--- src/rtl/ex_mem_pipe_reg.sv ---
// EX/MEM pipeline stage register: valid/ready handshake with a one-entry skid
// buffer, synchronous flush to bubbles, and a saturating back-pressure counter.
module ex_mem_pipe_reg #(
  parameter int OPCODE_W    = 5,
  parameter int RD_W        = 9,
  parameter int BR_W        = 7,
  parameter int DATA_W      = 32,
  parameter logic [OPCODE_W-1:0] NOP_OPCODE = '0,
  parameter int STALL_CNT_W = 16
) (
  input  logic                   clk,
  input  logic                   rst_n,
  input  logic                   flush,
  input  logic                   in_valid,
  output logic                   in_ready,
  input  logic [OPCODE_W-1:0]    in_opcode,
  input  logic [RD_W-1:0]        in_rd,
  input  logic [BR_W-1:0]        in_branch,
  input  logic [DATA_W-1:0]      in_alu,
  output logic                   out_valid,
  input  logic                   out_ready,
  output logic [OPCODE_W-1:0]    out_opcode,
  output logic [RD_W-1:0]        out_rd,
  output logic [BR_W-1:0]        out_branch,
  output logic [DATA_W-1:0]      out_alu,
  output logic [STALL_CNT_W-1:0] stall_cnt
);

  localparam int PW = OPCODE_W + RD_W + BR_W + DATA_W;

  logic [PW-1:0]          m_q, m_d, s_q, s_d, in_pl;
  logic                   m_v_q, m_v_d, s_v_q, s_v_d;
  logic                   rdy_q, rdy_d;
  logic [STALL_CNT_W-1:0] cnt_q, cnt_d;
  logic                   in_xfer, out_xfer;

  logic [OPCODE_W-1:0]    m_opcode;
  logic [RD_W-1:0]        m_rd;
  logic [BR_W-1:0]        m_branch;
  logic [DATA_W-1:0]      m_alu;

  assign in_pl    = {in_opcode, in_rd, in_branch, in_alu};
  assign in_xfer  = in_valid & rdy_q;
  assign out_xfer = m_v_q & out_ready;

  always_comb begin
    m_d   = m_q;
    s_d   = s_q;
    m_v_d = m_v_q;
    s_v_d = s_v_q;
    if (flush) begin
      // Output transfer this cycle is still consumed by MEM; everything held dies.
      m_v_d = 1'b0;
      s_v_d = 1'b0;
    end else if (out_xfer) begin
      if (s_v_q) begin
        m_d   = s_q;
        s_v_d = 1'b0;
      end else if (in_xfer) begin
        m_d   = in_pl;
      end else begin
        m_v_d = 1'b0;
      end
    end else if (in_xfer) begin
      if (!m_v_q) begin
        m_d   = in_pl;
        m_v_d = 1'b1;
      end else begin
        s_d   = in_pl;
        s_v_d = 1'b1;
      end
    end
    // Registered ready: reflects next-cycle skid occupancy, never out_ready.
    rdy_d = ~s_v_d;

    cnt_d = cnt_q;
    if (m_v_q && !out_ready && (cnt_q != '1))
      cnt_d = cnt_q + 1'b1;
  end

  always_ff @(posedge clk or negedge rst_n) begin
    if (!rst_n) begin
      m_q   <= '0;
      s_q   <= '0;
      m_v_q <= 1'b0;
      s_v_q <= 1'b0;
      rdy_q <= 1'b0;
      cnt_q <= '0;
    end else begin
      m_q   <= m_d;
      s_q   <= s_d;
      m_v_q <= m_v_d;
      s_v_q <= s_v_d;
      rdy_q <= rdy_d;
      cnt_q <= cnt_d;
    end
  end

  assign {m_opcode, m_rd, m_branch, m_alu} = m_q;

  // Bubbles are masked at the output so stale payload never leaks to MEM.
  assign in_ready   = rdy_q;
  assign out_valid  = m_v_q;
  assign out_opcode = m_v_q ? m_opcode : NOP_OPCODE;
  assign out_rd     = m_v_q ? m_rd     : '0;
  assign out_branch = m_v_q ? m_branch : '0;
  assign out_alu    = m_v_q ? m_alu    : '0;
  assign stall_cnt  = cnt_q;

endmodule

--- config.mk ---
export PLATFORM = sky130hd
export DESIGN_NAME = ex_mem_pipe_reg
export DESIGN_NICKNAME = d
export VERILOG_FILES = /design/src/rtl/ex_mem_pipe_reg.sv
export SDC_FILE = /design/constraint.sdc
export NUM_CORES = 1
export LEC_CHECK = 0
export CAP_MARGIN = 20
export CORE_ASPECT_RATIO = 1.25
export CORE_MARGIN = 2
export CORE_UTILIZATION = 35
export DETAILED_ROUTE_END_ITERATION = 12
export PLACE_DENSITY_LB_ADDON = 0.08
export SYNTH_ARGS = -nofsm -noshare
export SYNTH_HDL_FRONTEND = slang
export SYNTH_SLANG_ARGS = --single-unit
--- constraint.sdc ---
create_clock -name clk -period 4.55 [get_ports clk]
set_input_delay 0.6825 -clock clk [delete_from_list [all_inputs] [get_ports clk]]
set_output_delay 0.6825 -clock clk [all_outputs]
set_load 0.02 [all_outputs]
==> out/metrics.csv <==
metric,value,unit
Synth top area share,54.73,%
IO buf count,128,
Max Clock Freq,0.3343,GHz
"CTS clk-pin slew, worst paths",0.05,ns
Final GP Congestion,0.7321,
Avg WL per Cell,14.82,microns
Placed Cells,807,
YS warnings,0,
Gate power share,18.8,%
fin. max-slew vios,0,
Setup Viol. Count Final,0,
RSZ-0062 raised after global routing,no,
Slew Limit Headroom,34.65,%
Vias per Instance,4.760,
Synth top cells by count,"dfrtp_1 (125), nor2_1 (56), a21oi_1 (55), and2_1 (53), mux2i_1 (53)",
Post-Route Setup TNS,0,ns
P&R area growth vs syn,34.96,%
die area,17370,sq um
later-pin clock latency in the skew report,0.41,ns
pwr dens,431.9,nW/um^2
routed wire length,12420,microns
Core Box Area,16070,sq um
Hold Slack,0.3312,ns
grt ovf,0,
TritonRoute pass-1 iters,4,
Sw Share,26.41,%
largest net degree at the start of global routing,71,
Tmin final,2.992,ns
R2R setup slack,1.88,ns
Tightest Pin Transition,0.9802,ns
post-route clock skew,0.01324,ns
WS Path Type,reg2out,
Chip Height,146.9,microns
root buf cell,clkbuf_16,
total power,3.331,mW
status,"finished, final reports clean",
Yosys reg bits,125,
cells after synthesis,486,
Synth Area per Inst,11.76,sq um
cell-internal power,2.452,mW
drc violations,0,
worst-path fanout max,60,
number of synthesized flops with an enable pin,0,
Starting DRT DRC Count,94,
NetSw,879.7,uW
Max Cap Viol,0,
Async SR Flop Fraction,100.0,%
worst vdd ir,0.0002789,V
CP Launch Type,flip-flop,
postcts setup bufs,0,
Tcrit/Tclk final,65.75,%
Post-Syn Area,5715,sq um
Sink Count,125,
via count,3989,
antenna-violating nets left,0,
register area share after synthesis,54.73,%
number of global-route vias before repair,4168,
initial antenna violation count,0,
Worst Path Arrival,2.31,ns
Required @ worst endpoint,3.87,ns
diode count,0,
Hold Crit Class,in2async,
"area leader, netlist",dfrtp_1,
Initial Util,35.57,%
Total GRT Usage,14.99,%
share of layout cells above drive strength 1,15.92,%
Layout Cells excl Fill,838,
Post-synth top flop,dfrtp_1,
CTS tree,yes,
sequential share of power,44.7,%
IO Count,129,
clock power share,36.5,%
top post-synthesis cells by area,"dfrtp_1 (55%), mux2_2 (10%), mux2i_1 (9.3%), and2_1 (5.8%), a21oi_1 (4.8%)",
Yosys cell types,37,
most frequent cell after synthesis,dfrtp_1,
TritonCTS buffer count,17,
cts repair resizes,0,
die width,118.3,microns
HPWL Detailed,8036,microns
Post-CTS Hold Buffers,0,
htree depth,4,
Clock Path Buffers,2,
row cnt,52,
Hold Fails Final Rpt,0,
first-pass GRT wire length,20660,microns
Nets,669,
syn nets,545,
Lkg Pwr,3.558,nW
Setup crit end kind,output port,
## power by group through the flow
| stage | sequential, mW | combinational [mW] | clock (mW) |
|---|---|---|---|
| 3_5_place_dp | 1.51 | 0.636 | 0 |
| 2_1_floorplan | 1.49 | 0.359 | 0 |
| 6_report | 1.49 | 0.627 | 1.22 |
| 3_3_place_gp | 1.50 | 0.618 | 0 |
| 5_1_grt | 1.52 | 0.689 | 1.31 |
| 4_1_cts | 1.49 | 0.639 | 1.26 |
## layout make-up
type                       instances  area (sq um)
inverter                           4         15.01
tap                              216         270.3
clock inverter                     7         37.54
timing repair buffer             133          1341
fill                            1519          8357
multi-input combinational        329          2419
sequential                       125          3129
clock buffer                      24         501.7
## layout by cell type, fill, tap and decap left out, types with 2 or more instances in the layout
cell             instances
buf_12                   2
inv_1                    4
a31oi_1                  3
mux2_1                   4
nor3_1                   7
xor2_1                  11
nor4_1                   2
clkbuf_8                 5
nor4_2                   2
a21oi_1                 55
nor2_1                  56
mux2i_1                 53
nand2_1                  8
mux2_2                  51
clkbuf_1                 2
and2_1                  53
clkinv_2                 6
nand3_1                  5
buf_4                    4
dfrtp_1                124
clkbuf_16               17
clkdlybuf4s50_1        127
## metal layers
layer | track usage [%] | routed length (microns)
met1 | 18.34 | 5630
met2 | 24.71 | 6001
met4 | 6.084 | 182
met5 | 0 | 0
met3 | 4.542 | 603
## path summary, 6_finish.rpt
check / cells past startpoint / to / startpoint
setup / recovery: 2 / out_opcode[1] / out_valid$_DFFE_PN0P_
hold / removal: 1 / m_q[25]$_DFFE_PN0P_ / rst_n
setup reg to reg: 4 / m_q[41]$_DFFE_PN0P_ / out_valid$_DFFE_PN0P_
hold reg to reg: 1 / s_q[47]$_DFFE_PN0P_ / s_q[47]$_DFFE_PN0P_
max in group asynchronous: 2 / m_q[3]$_DFFE_PN0P_ / rst_n
min in group clk: 1 / s_q[47]$_DFFE_PN0P_ / s_q[47]$_DFFE_PN0P_
## sequential cells by signal, indices dropped and copies added (netlist names)
signal,count
s_v_q,1
s_q,53
out_valid,1
m_q,53
stall_cnt,16
in_ready,1
## logic make-up (layout without fill, tap and decap cells)
logic type | after synthesis | in the layout | synth area share [%]
simple gates | 145 | 145 | 13.90
mux | 108 | 108 | 20.12
buf+inv | 32 | 168 | 3.305
compound gates | 63 | 63 | 5.889
flops | 125 | 125 | 54.73
fa+ha+maj | 1 | 1 | 0.2189
xor+xnor | 12 | 12 | 1.839
## critical path: stages, from the launching register on
cell and delay, ns:
dfrtp_2 1.01, and2_1 0.27, clkdlybuf4s50_1 0.61
## stage by stage
stage / utilization, % / instance area, sq um / worst slack, ns
2_1_floorplan: - / 5715 / 2.609
3_3_place_gp: 44.64 / 7174 / 1.654
3_5_place_dp: 44.64 / 7174 / 1.605
4_1_cts: 48.00 / 7714 / 1.470
5_1_grt: 48.00 / 7714 / 1.384
6_report: 48.00 / 7714 / 1.558
(Power assumes the default switching activity.)
==> RTL edit, RTL diff (config.mk and constraints unchanged) <==
Put one more register stage on the output `stall_cnt`. The value now appears one clock later. The other outputs are not delayed to match.
--- a/src/rtl/ex_mem_pipe_reg.sv
+++ b/src/rtl/ex_mem_pipe_reg.sv
@@ -106,5 +106,7 @@
   assign out_branch = m_v_q ? m_branch : '0;
   assign out_alu    = m_v_q ? m_alu    : '0;
-  assign stall_cnt  = cnt_q;
+  always_ff @(posedge clk) begin
+    stall_cnt <= cnt_q;
+  end
 
 endmodule
Formal check against the unedited RTL: not equivalent (a bounded check fails within 4 cycles, from zero or initial values and one cycle with rst_n low).
==> RTL edit against the original RTL <==
Design area increased by 5.8%; sequential cell count increased by 16; worst hold slack got worse by 0.24 ns; critical path depth unchanged; clock skew decreased by 0.0083 ns; area after synthesis increased by 5.5%; routed wire length increased by 7.5%; core utilization increased by 0.47 points; setup slack got worse by 0.061 ns; non-clock buffer count increased by 2; power increased by 12%; count of clock-buffer cells in the layout decreased by 2; critical path type unchanged; highest routed layer unchanged.
==> RTL edit: results (changes against the original RTL) <==
- Status: completed
- CP Max Fanout: 60 (unchanged)
- Router iterations before antenna repair: 4 (unchanged)
- Final wirelength: 13.3 mm (+7.5%)
- Mapped Nets: 561 (+2.9%)
- Critical Path AT: 2.37 ns (+0.06 ns)
- First-pass GRT wire length: 21.4 mm (+3.7%)
- WL/cell: 15.5 um (+4.6%)
- Postcts setup bufs: 0 (unchanged)
- Inst Count DP: 828 (+2.6%)
- Clock Latency Late Sink: 0.41 ns (about the same)
- Measured slew at the worst slew-check pin: 1.02 ns (+0.0375 ns)
- Routed via count: 4089 (+2.5%)
- CP max-delay cell: dfrtp_2
- Root Buffer: clkbuf_16
- Vias in the first global route: 4236 (+1.6%)
- Largest regs: m_q (53), s_q (53)
- Fillers: 1579 (+3.9%)
- HP Class: primary input to async pin
- CP max stage delay: 1.02 ns
- Worst R2R Start: out_valid
- Inserted Clock Buffers: 17 (unchanged)
- Synth cell count leaders: 125 x dfrtp_1, 56 x nor2_1, 55 x a21oi_1
- Yosys cell types: 38 (+2.7%)
- RD Place Congestion: 0.723 (-1.2%)
- Async SR Flop Fraction: 88.7% (-11 points)
- Syn avg cell area: 12.0 um^2 (+2.1%)
- Nets: 687 (+2.7%)
- Largest net degree at the start of global routing: 77 (+8.5%)
- Synth Flop Type: dfrtp_1
- # resized after CTS: 0 (unchanged)
- Synth area leaders: dfrtp_1 52%, mux2_2 9.5%, mux2i_1 8.8%, and2_1 5.5%, dfxtp_1 5.3%
- Htree depth: 4 (unchanged)
- Initial antenna violation count: 0 (unchanged)
- Sequential fraction of the synthesis area: 57.2% (+2.5 points)
- Clock slew at reported path FFs: 0.06 ns
- Synthesis warning total: 0 (unchanged)
- Overall Global Routing Usage: 15.3% (+0.28 points)
- Final HPWL DP: 8.58 mm (+6.7%)
- Worst vdd ir: 0.250 mV (-10%)
- Initial drt markers: 133 (+41%)
- Final Skew: 0.00498 ns (-0.00826 ns)
- Share of post-route cells with drive strength above 1: 16.1% (+0.15 points)
- P_leak: 3.73 nW (+4.9%)
- Clock Path Buffers: 2 (unchanged)
[RTL edit: path summary, 6_finish.rpt]
check	depth (start not counted)	end	slack, ns
max	2	out_alu[26]	1.50
min	1	s_q[40]	0.09
max reg2reg	5	m_q[25]	1.97
min reg2reg	0	stall_cnt[15]	0.43
max in group asynchronous	3	out_valid	3.59
min in group clk	0	stall_cnt[15]	0.43
[RTL edit: metrics by stage]
| step | power (W) | worst slack (ns) | area [um^2] | util, % |
|---|---|---|---|---|
| CTS | 0.00378 | 1.43 | 8140 | 48.3 |
| global route | 0.00392 | 1.35 | 8160 | 48.5 |
| detailed placement | 0.00232 | 1.75 | 7510 | 44.6 |
| floorplan | 0.00202 | 2.61 | 6030 | - |
| global placement | 0.00229 | 1.61 | 7480 | 44.4 |
| finish | 0.00374 | 1.50 | 8160 | 48.5 |
[RTL edit: routing by layer]
layer / track usage (%) / vias up / wire length (um)
li1: - / 1973 / -
met1: 18.8 / 2010 / 5870
met2: 25.8 / 92 / 6690
met5: 0 / - / 0
met3: 3.33 / 14 / 541
met4: 6.61 / 0 / 243
[RTL edit: critical path: cells and delay by family (launching register included)]
family / cells / cell delay, ns
DFF: 1 / 1.02
and+or+nand+nor: 1 / 0.29
buffers and inverters: 1 / 0.62
[RTL edit: power breakdown]
group | internal, W | leakage (nW) | switching (W)
Clock | 0.000932 | 0.300 | 0.000520
Combinational | 0.000349 | 1.83 | 0.000282
Sequential | 0.00151 | 1.60 | 0.000151
Total | 0.00279 | 3.73 | 0.000952
[RTL edit: layout make-up]
type                       instances  share of cell area [%]
timing repair buffer             135                    17.0
inverter                           4                   0.184
clock buffer                      22                    6.05
sequential                       141                    42.3
tap                              220                    3.37
clock inverter                    10                    1.66
multi-input combinational        329                    29.5
[RTL edit: logic make-up (layout without fill, tap and decap cells)]
group	Yosys count	count (layout)	share of synthesized area, %
and+or+nand+nor	145	145	13.1
DFF	141	141	57.2
muxes	108	108	19.1
AOI/OAI and AO/OA	63	63	5.58
buffers and inverters	32	171	3.11
xor gates and xnor gates	12	12	1.74
adders and majority gates	1	1	0.208
